--- config.mk ---
export PLATFORM = sky130hd
export DESIGN_NAME = unpack_stream_arbiter
export DESIGN_NICKNAME = d
export VERILOG_FILES = /design/src/rtl/unpack_stream_arbiter.sv
export SDC_FILE = /design/constraint.sdc
export NUM_CORES = 1
export LEC_CHECK = 0
export ABC_AREA = 1
export CORE_MARGIN = 4
export CORE_UTILIZATION = 39
export CTS_BUF_LIST = sky130_fd_sc_hd__clkbuf_8
export CTS_CLUSTER_SIZE = 10
export DETAILED_ROUTE_END_ITERATION = 8
export HOLD_SLACK_MARGIN = 0.06
export PLACE_DENSITY = 0.95
export SLEW_MARGIN = 20
export SYNTH_ARGS = -nofsm -noshare
export SYNTH_HDL_FRONTEND = slang
export SYNTH_SLANG_ARGS = --single-unit
export TNS_END_PERCENT = 5
--- constraint.sdc ---
create_clock -name clk -period 11.3 [get_ports clk]
set_input_delay 1.695 -clock clk [delete_from_list [all_inputs] [get_ports clk]]
set_output_delay 1.695 -clock clk [all_outputs]
set_load 0.02 [all_outputs]
--- src/rtl/unpack_stream_arbiter.sv ---
`default_nettype none
// ============================================================================
// Module      : unpack_stream_arbiter
// Description : Packet-granular round-robin arbiter feeding a single
//               32-bit-to-7-bit unpacker input port from NUM_REQ word
//               streams. Out-of-packet words are discarded and counted.
// Revision    : 1.0 - initial release
// ============================================================================
module unpack_stream_arbiter #(
    parameter int NUM_REQ   = 4,
    parameter int DATA_SIZE = 32,
    parameter int ID_W      = $clog2(NUM_REQ),
    parameter int DROP_W    = 16
) (
    input  logic                         clk,
    input  logic                         rst,
    input  logic [NUM_REQ-1:0]           req_valid,
    input  logic [NUM_REQ*DATA_SIZE-1:0] req_data,
    input  logic [NUM_REQ-1:0]           req_sop,
    input  logic [NUM_REQ-1:0]           req_eop,
    output logic [NUM_REQ-1:0]           req_ready,
    input  logic                         unp_ready,
    output logic                         unp_valid,
    output logic [DATA_SIZE-1:0]         unp_data,
    output logic                         unp_sop,
    output logic                         unp_eop,
    output logic [ID_W-1:0]              grant_id,
    output logic                         grant_active,
    output logic [DROP_W-1:0]            drop_count,
    output logic                         protocol_err
);

    localparam logic [1:0]      c_ST_IDLE   = 2'd0;
    localparam logic [1:0]      c_ST_OFFER  = 2'd1;
    localparam logic [1:0]      c_ST_LOCKED = 2'd2;
    localparam int              c_CNT_W     = $clog2(NUM_REQ + 1);
    localparam int              c_SUM_W     = DROP_W + 1;
    localparam logic [ID_W-1:0] c_LAST_ID   = ID_W'(NUM_REQ - 1);

    logic [1:0]          r_state;
    logic [ID_W-1:0]     r_rr_ptr;
    logic [ID_W-1:0]     r_lock_id;
    logic [ID_W-1:0]     r_grant_id;
    logic [DROP_W-1:0]   r_drop_count;

    logic [1:0]          w_next_state;
    logic [ID_W-1:0]     w_next_rr;
    logic [ID_W-1:0]     w_next_lock;
    logic                w_live;
    logic [NUM_REQ-1:0]  w_cand;
    logic                w_win_found;
    logic [ID_W-1:0]     w_win_id;
    logic                w_granted;
    logic [ID_W-1:0]     w_gid;
    logic                w_acc;
    logic [NUM_REQ-1:0]  w_drop;
    logic [c_CNT_W-1:0]  w_drop_num;
    logic [c_SUM_W-1:0]  w_drop_sum;
    logic [DATA_SIZE-1:0] w_data_arr [NUM_REQ];

    function automatic logic [ID_W-1:0] f_next_id(input logic [ID_W-1:0] id);
        return (id == c_LAST_ID) ? '0 : id + ID_W'(1);
    endfunction

    for (genvar i = 0; i < NUM_REQ; i++) begin : g_unpack
        assign w_data_arr[i] = req_data[i*DATA_SIZE +: DATA_SIZE];
    end

    // Nothing is consumed or offered while reset is held.
    assign w_live = ~rst;
    assign w_cand = req_valid & req_sop;

    // Round-robin search: first sop candidate at or above rr_ptr, wrapping.
    always_comb begin
        int ix;
        ix          = 0;
        w_win_found = 1'b0;
        w_win_id    = '0;
        for (int k = 0; k < NUM_REQ; k++) begin
            ix = int'(r_rr_ptr) + k;
            if (ix >= NUM_REQ) ix = ix - NUM_REQ;
            if (!w_win_found && w_cand[ix]) begin
                w_win_found = 1'b1;
                w_win_id    = ID_W'(ix);
            end
        end
    end

    // Select the requester being served: fresh winner in IDLE, else the lock.
    always_comb begin
        w_granted = 1'b0;
        w_gid     = r_lock_id;
        case (r_state)
            c_ST_IDLE: begin
                w_granted = w_live & w_win_found;
                w_gid     = w_win_id;
            end
            c_ST_OFFER, c_ST_LOCKED: begin
                w_granted = w_live;
                w_gid     = r_lock_id;
            end
            default: w_granted = 1'b0;
        endcase
    end

    assign unp_valid    = w_granted & req_valid[w_gid];
    assign unp_data     = w_data_arr[w_gid];
    assign unp_sop      = unp_valid & req_sop[w_gid];
    assign unp_eop      = unp_valid & req_eop[w_gid];
    assign w_acc        = unp_valid & unp_ready;
    assign grant_active = w_granted;
    assign grant_id     = rst ? '0 : (w_granted ? w_gid : r_grant_id);
    assign drop_count   = r_drop_count;
    // A sop accepted mid-packet is still forwarded; only flagged.
    assign protocol_err = (r_state == c_ST_LOCKED) & w_acc & req_sop[r_lock_id];

    // Per-requester ready: granted one follows the unpacker, stray words are dropped.
    always_comb begin
        logic is_g;
        is_g       = 1'b0;
        w_drop     = '0;
        req_ready  = '0;
        w_drop_num = '0;
        for (int i = 0; i < NUM_REQ; i++) begin
            is_g         = w_granted && (ID_W'(i) == w_gid);
            w_drop[i]    = w_live & req_valid[i] & ~req_sop[i] & ~is_g;
            req_ready[i] = is_g ? unp_ready : w_drop[i];
            w_drop_num   = w_drop_num + c_CNT_W'(w_drop[i]);
        end
    end

    assign w_drop_sum = {1'b0, r_drop_count} + c_SUM_W'(w_drop_num);

    // Packet framing FSM: IDLE arbitrates, OFFER waits for the sop accept,
    // LOCKED streams until the eop accept.
    always_comb begin
        w_next_state = r_state;
        w_next_rr    = r_rr_ptr;
        w_next_lock  = r_lock_id;
        case (r_state)
            c_ST_IDLE: begin
                if (w_win_found) begin
                    w_next_lock = w_win_id;
                    if (!unp_ready) begin
                        w_next_state = c_ST_OFFER;
                    end else if (req_eop[w_win_id]) begin
                        w_next_rr = f_next_id(w_win_id);
                    end else begin
                        w_next_state = c_ST_LOCKED;
                    end
                end
            end
            c_ST_OFFER: begin
                if (w_acc) begin
                    if (unp_eop) begin
                        w_next_state = c_ST_IDLE;
                        w_next_rr    = f_next_id(r_lock_id);
                    end else begin
                        w_next_state = c_ST_LOCKED;
                    end
                end
            end
            c_ST_LOCKED: begin
                if (w_acc && unp_eop) begin
                    w_next_state = c_ST_IDLE;
                    w_next_rr    = f_next_id(r_lock_id);
                end
            end
            default: w_next_state = c_ST_IDLE;
        endcase
    end

    // State, pointers, last grant and saturating drop counter.
    always_ff @(posedge clk) begin
        if (rst) begin
            r_state      <= c_ST_IDLE;
            r_rr_ptr     <= '0;
            r_lock_id    <= '0;
            r_grant_id   <= '0;
            r_drop_count <= '0;
        end else begin
            r_state   <= w_next_state;
            r_rr_ptr  <= w_next_rr;
            r_lock_id <= w_next_lock;
            if (w_granted) r_grant_id <= w_gid;
            r_drop_count <= w_drop_sum[DROP_W] ? '1 : w_drop_sum[DROP_W-1:0];
        end
    end

endmodule
`default_nettype wire
==> metrics.cfg <==
[logic_synthesis]
synth_cells = 453
yosys.area.top_type = nand3_1
syn_area_sq_mm = 0.00280
synth.distinct_cells = 36
yosysTopAreaCellShare_pct = 23.2
synth_seq_cells = 24
ys_top_cells_by_area = nand3_1 23%, dfxtp_1 17%, a22oi_1 8.8%, nand2_1 8.8%, inv_1 5.8%
seq_area_frac_synth_pct = 17.2
avgSynthCellArea_sq_um = 6.18
yosys_warnings = 0
syn_nets = 605

[placed_design]
hpwl_um = 10300
io_buffers = 201
gp_congestion = 0.934
placed_cell_area_sq_mm = 0.00482

[timing]
slew_violations = 0
setup_viol_count_final = 0
slew_headroom_pct = 27.0
max_freq_mhz = 122
hold_viol = 0
worst_hold_slack_ps = 520
fin_setup_tns_ps = 0
rsz0062_at_grt = false
worst-slew-pin-transition_ps = 1090
fin_skew_ps = 4.91
finalCritPeriodShare_pct = 72.4
post-route-min-period_ps = 8180

[floorplan]
core_area_sq_mm = 0.00687
die_y_um = 92.8
ioPinCount = 202
die-width_um = 92.8
placementRows = 30
dieArea_sq_mm = 0.00860
start_util_pct = 40.8

[route]
detail-route-antenna-nets = 0
dr.pass1.iters = 4
vias_per_cell = 5.66
post-route-drc-count = 0
avgRoutedWirePerCell_um = 17.9
drt-total-wl_um = 13100
vias = 4127
drt_iter0_drc = 320

[worst_setup_path]
cp_slowest_stage_delay_ps = 780
cp_data_required_time_ps = 11530
cp_top_family = simple AND/OR/NAND/NOR gates
worstSetupPathType = in -> reg
crit_buf_inv = 6
cp.arrival_ps = 8410
slowest_stage = clkinv_1
startpoint_type = primary input
cp_max_fo = 37
cp-end-kind = flip-flop

[power_and_ir_drop]
worst_ir_drop_vdd_uv = 251
p_comb_share_pct = 87.2
p_int_w = 0.000670
power.leakage_nw = 2.00
power_frac_clock_pct = 5.1
power_density_mw_per_mm2 = 307
sw_frac_of_total_pct = 55.3
p_sw_w = 0.000829
seqPwrFrac_pct = 7.7

[clock_network]
cts_sinks = 24
clk_pin_slew_worst_paths_ps = 90
holdBufCountCts = 0
htreeDepth = 1
cts_resized = 0
clkLatencyLatePin_ps = 270
cts_setup_buffers = 0
clock_path_buffers = 2
cts_tree = done
numCtsBuffers = 3
cts_root_buf = clkbuf_8

[global_route]
grt_antenna_before_repair = 0
first_global_vias = 3930
grt_max_degree = 71
grt_pass1_wl_um = 20000
grt_overflow = 0
track_usage_pct = 28.2

[finish]
fillers = 565
stdcell_area_sq_mm = 0.00489
nNetsFinal = 786
layout-drive-gt1-share_pct = 6.32
antenna_cells = 0
area_growth_pct = 74.5

[min_path]
hp-class = reg -> reg

[status]
status = finished clean

[run]
cap_violations = 0

-- metrics by stage --
step,power [W],setup slack [ps],utilization [%],instances
final,0.00150,3120,71.2,729
after global routing,0.00161,2640,71.2,729
after detailed placement,0.00141,3160,70.1,725
after CTS,0.00149,3420,71.2,729
after floorplan,0.000908,5500,-,453
after global placement,0.00139,3600,70.1,725
-- layout make-up --
type	instances	area (sq um)	share of cell area (%)
multi-input cells	356	2020	41.3
repair buffers	202	2020	41.3
flip-flops and latches	24	480	9.83
inverters	47	176	3.61
well taps	96	120	2.46
clock buffers	3	41.3	0.845
clock inverters	1	30.0	0.614
-- worst paths after layout --
path | from | endpoint | slack, ps | cells past startpoint
max | req_valid[0] | drop_count[9] | 3120 | 32
min | r_state[0] | r_state[0] | 520 | 2
max reg2reg | r_rr_ptr[0] | drop_count[9] | 4440 | 31
min reg2reg | r_state[0] | r_state[0] | 520 | 2
-- synth_stat cells --
| cell | instances |
|---|---|
| a22oi_1 | 33 |
| ha_1 | 6 |
| o21ai_0 | 13 |
| a21o_1 | 1 |
| buf_6 | 3 |
| a21oi_4 | 1 |
| nand3_2 | 5 |
| a21boi_0 | 1 |
| a211oi_1 | 3 |
| o31ai_1 | 1 |
| nand2_2 | 15 |
| a31oi_1 | 2 |
| fa_1 | 3 |
| xnor2_1 | 2 |
| or2_2 | 2 |
| inv_1 | 43 |
| o22ai_1 | 1 |
| inv_2 | 4 |
| xor2_1 | 6 |
| nor4_2 | 1 |
| nor2_1 | 19 |
| dfxtp_1 | 24 |
| nand3b_1 | 3 |
| buf_2 | 5 |
| nand2_4 | 2 |
| nand2_1 | 66 |
| a21oi_1 | 20 |
| o311ai_1 | 1 |
| nor3_1 | 6 |
| nand4_1 | 8 |
| nand3_1 | 130 |
| nor2_2 | 3 |
| clkbuf_1 | 14 |
| buf_1 | 4 |
| nor4b_1 | 1 |
| a211oi_4 | 1 |
-- layout by cell type (no fill, tap or decap), types with 2 or more instances in the layout --
master	n
clkdlybuf4s50_1	201
nand3_1	130
nand2_1	65
inv_1	42
a22oi_1	33
dfxtp_1	24
a21oi_1	20
nor2_1	19
nand2_2	16
o21ai_0	13
nand4_1	8
nor3_1	6
xor2_1	6
ha_1	6
nand3_2	5
inv_2	4
nor2_2	3
nand3b_1	3
a211oi_1	3
fa_1	3
clkbuf_8	3
nand2_4	2
or2_2	2
xnor2_1	2
a31oi_1	2
-- sequential cells by signal, summed over array words and instances, names as in the netlist --
name        cells
r_rr_ptr        2
r_grant_id      2
r_lock_id       2
drop_count     16
r_state         2
-- worst reg2reg max path, delay by kind of cell, from the launching register on --
kind,cells,cell delay [ps]
and+or+nand+nor,20,3490
buffers and inverters,6,1300
adders and majority gates,3,1140
DFF,1,590
AOI/OAI and AO/OA,2,300
-- cell families after synthesis --
| group | Yosys count | synth area share [%] |
|---|---|---|
| adders and majority gates | 9 | 4.82 |
| DFF | 24 | 17.2 |
| buffers and inverters | 73 | 10.8 |
| xor gates and xnor gates | 8 | 2.50 |
| AOI/OAI and AO/OA | 78 | 18.6 |
| and+or+nand+nor | 261 | 46.1 |
-- power by group through the flow --
stage / logic, W / clock network (W) / registers [W]
after global placement: 0.00127 / 0 / 0.000115
after global routing: 0.00141 / 0.0000810 / 0.000117
final: 0.00131 / 0.0000769 / 0.000115
after CTS: 0.00130 / 0.0000778 / 0.000114
after floorplan: 0.000794 / 0 / 0.000114
after detailed placement: 0.00129 / 0 / 0.000116
-- per-layer routing --
metal / GRT usage [%] / share of wire (%) / vias to the layer above
met5: 0 / 0 / -
met4: 4.52 / 2.0 / 0
met3: 8.45 / 10 / 31
met2: 48.8 / 48 / 245
met1: 35.1 / 40 / 1908
li1: - / - / 1943
Power figures use the tool's default switching activity.
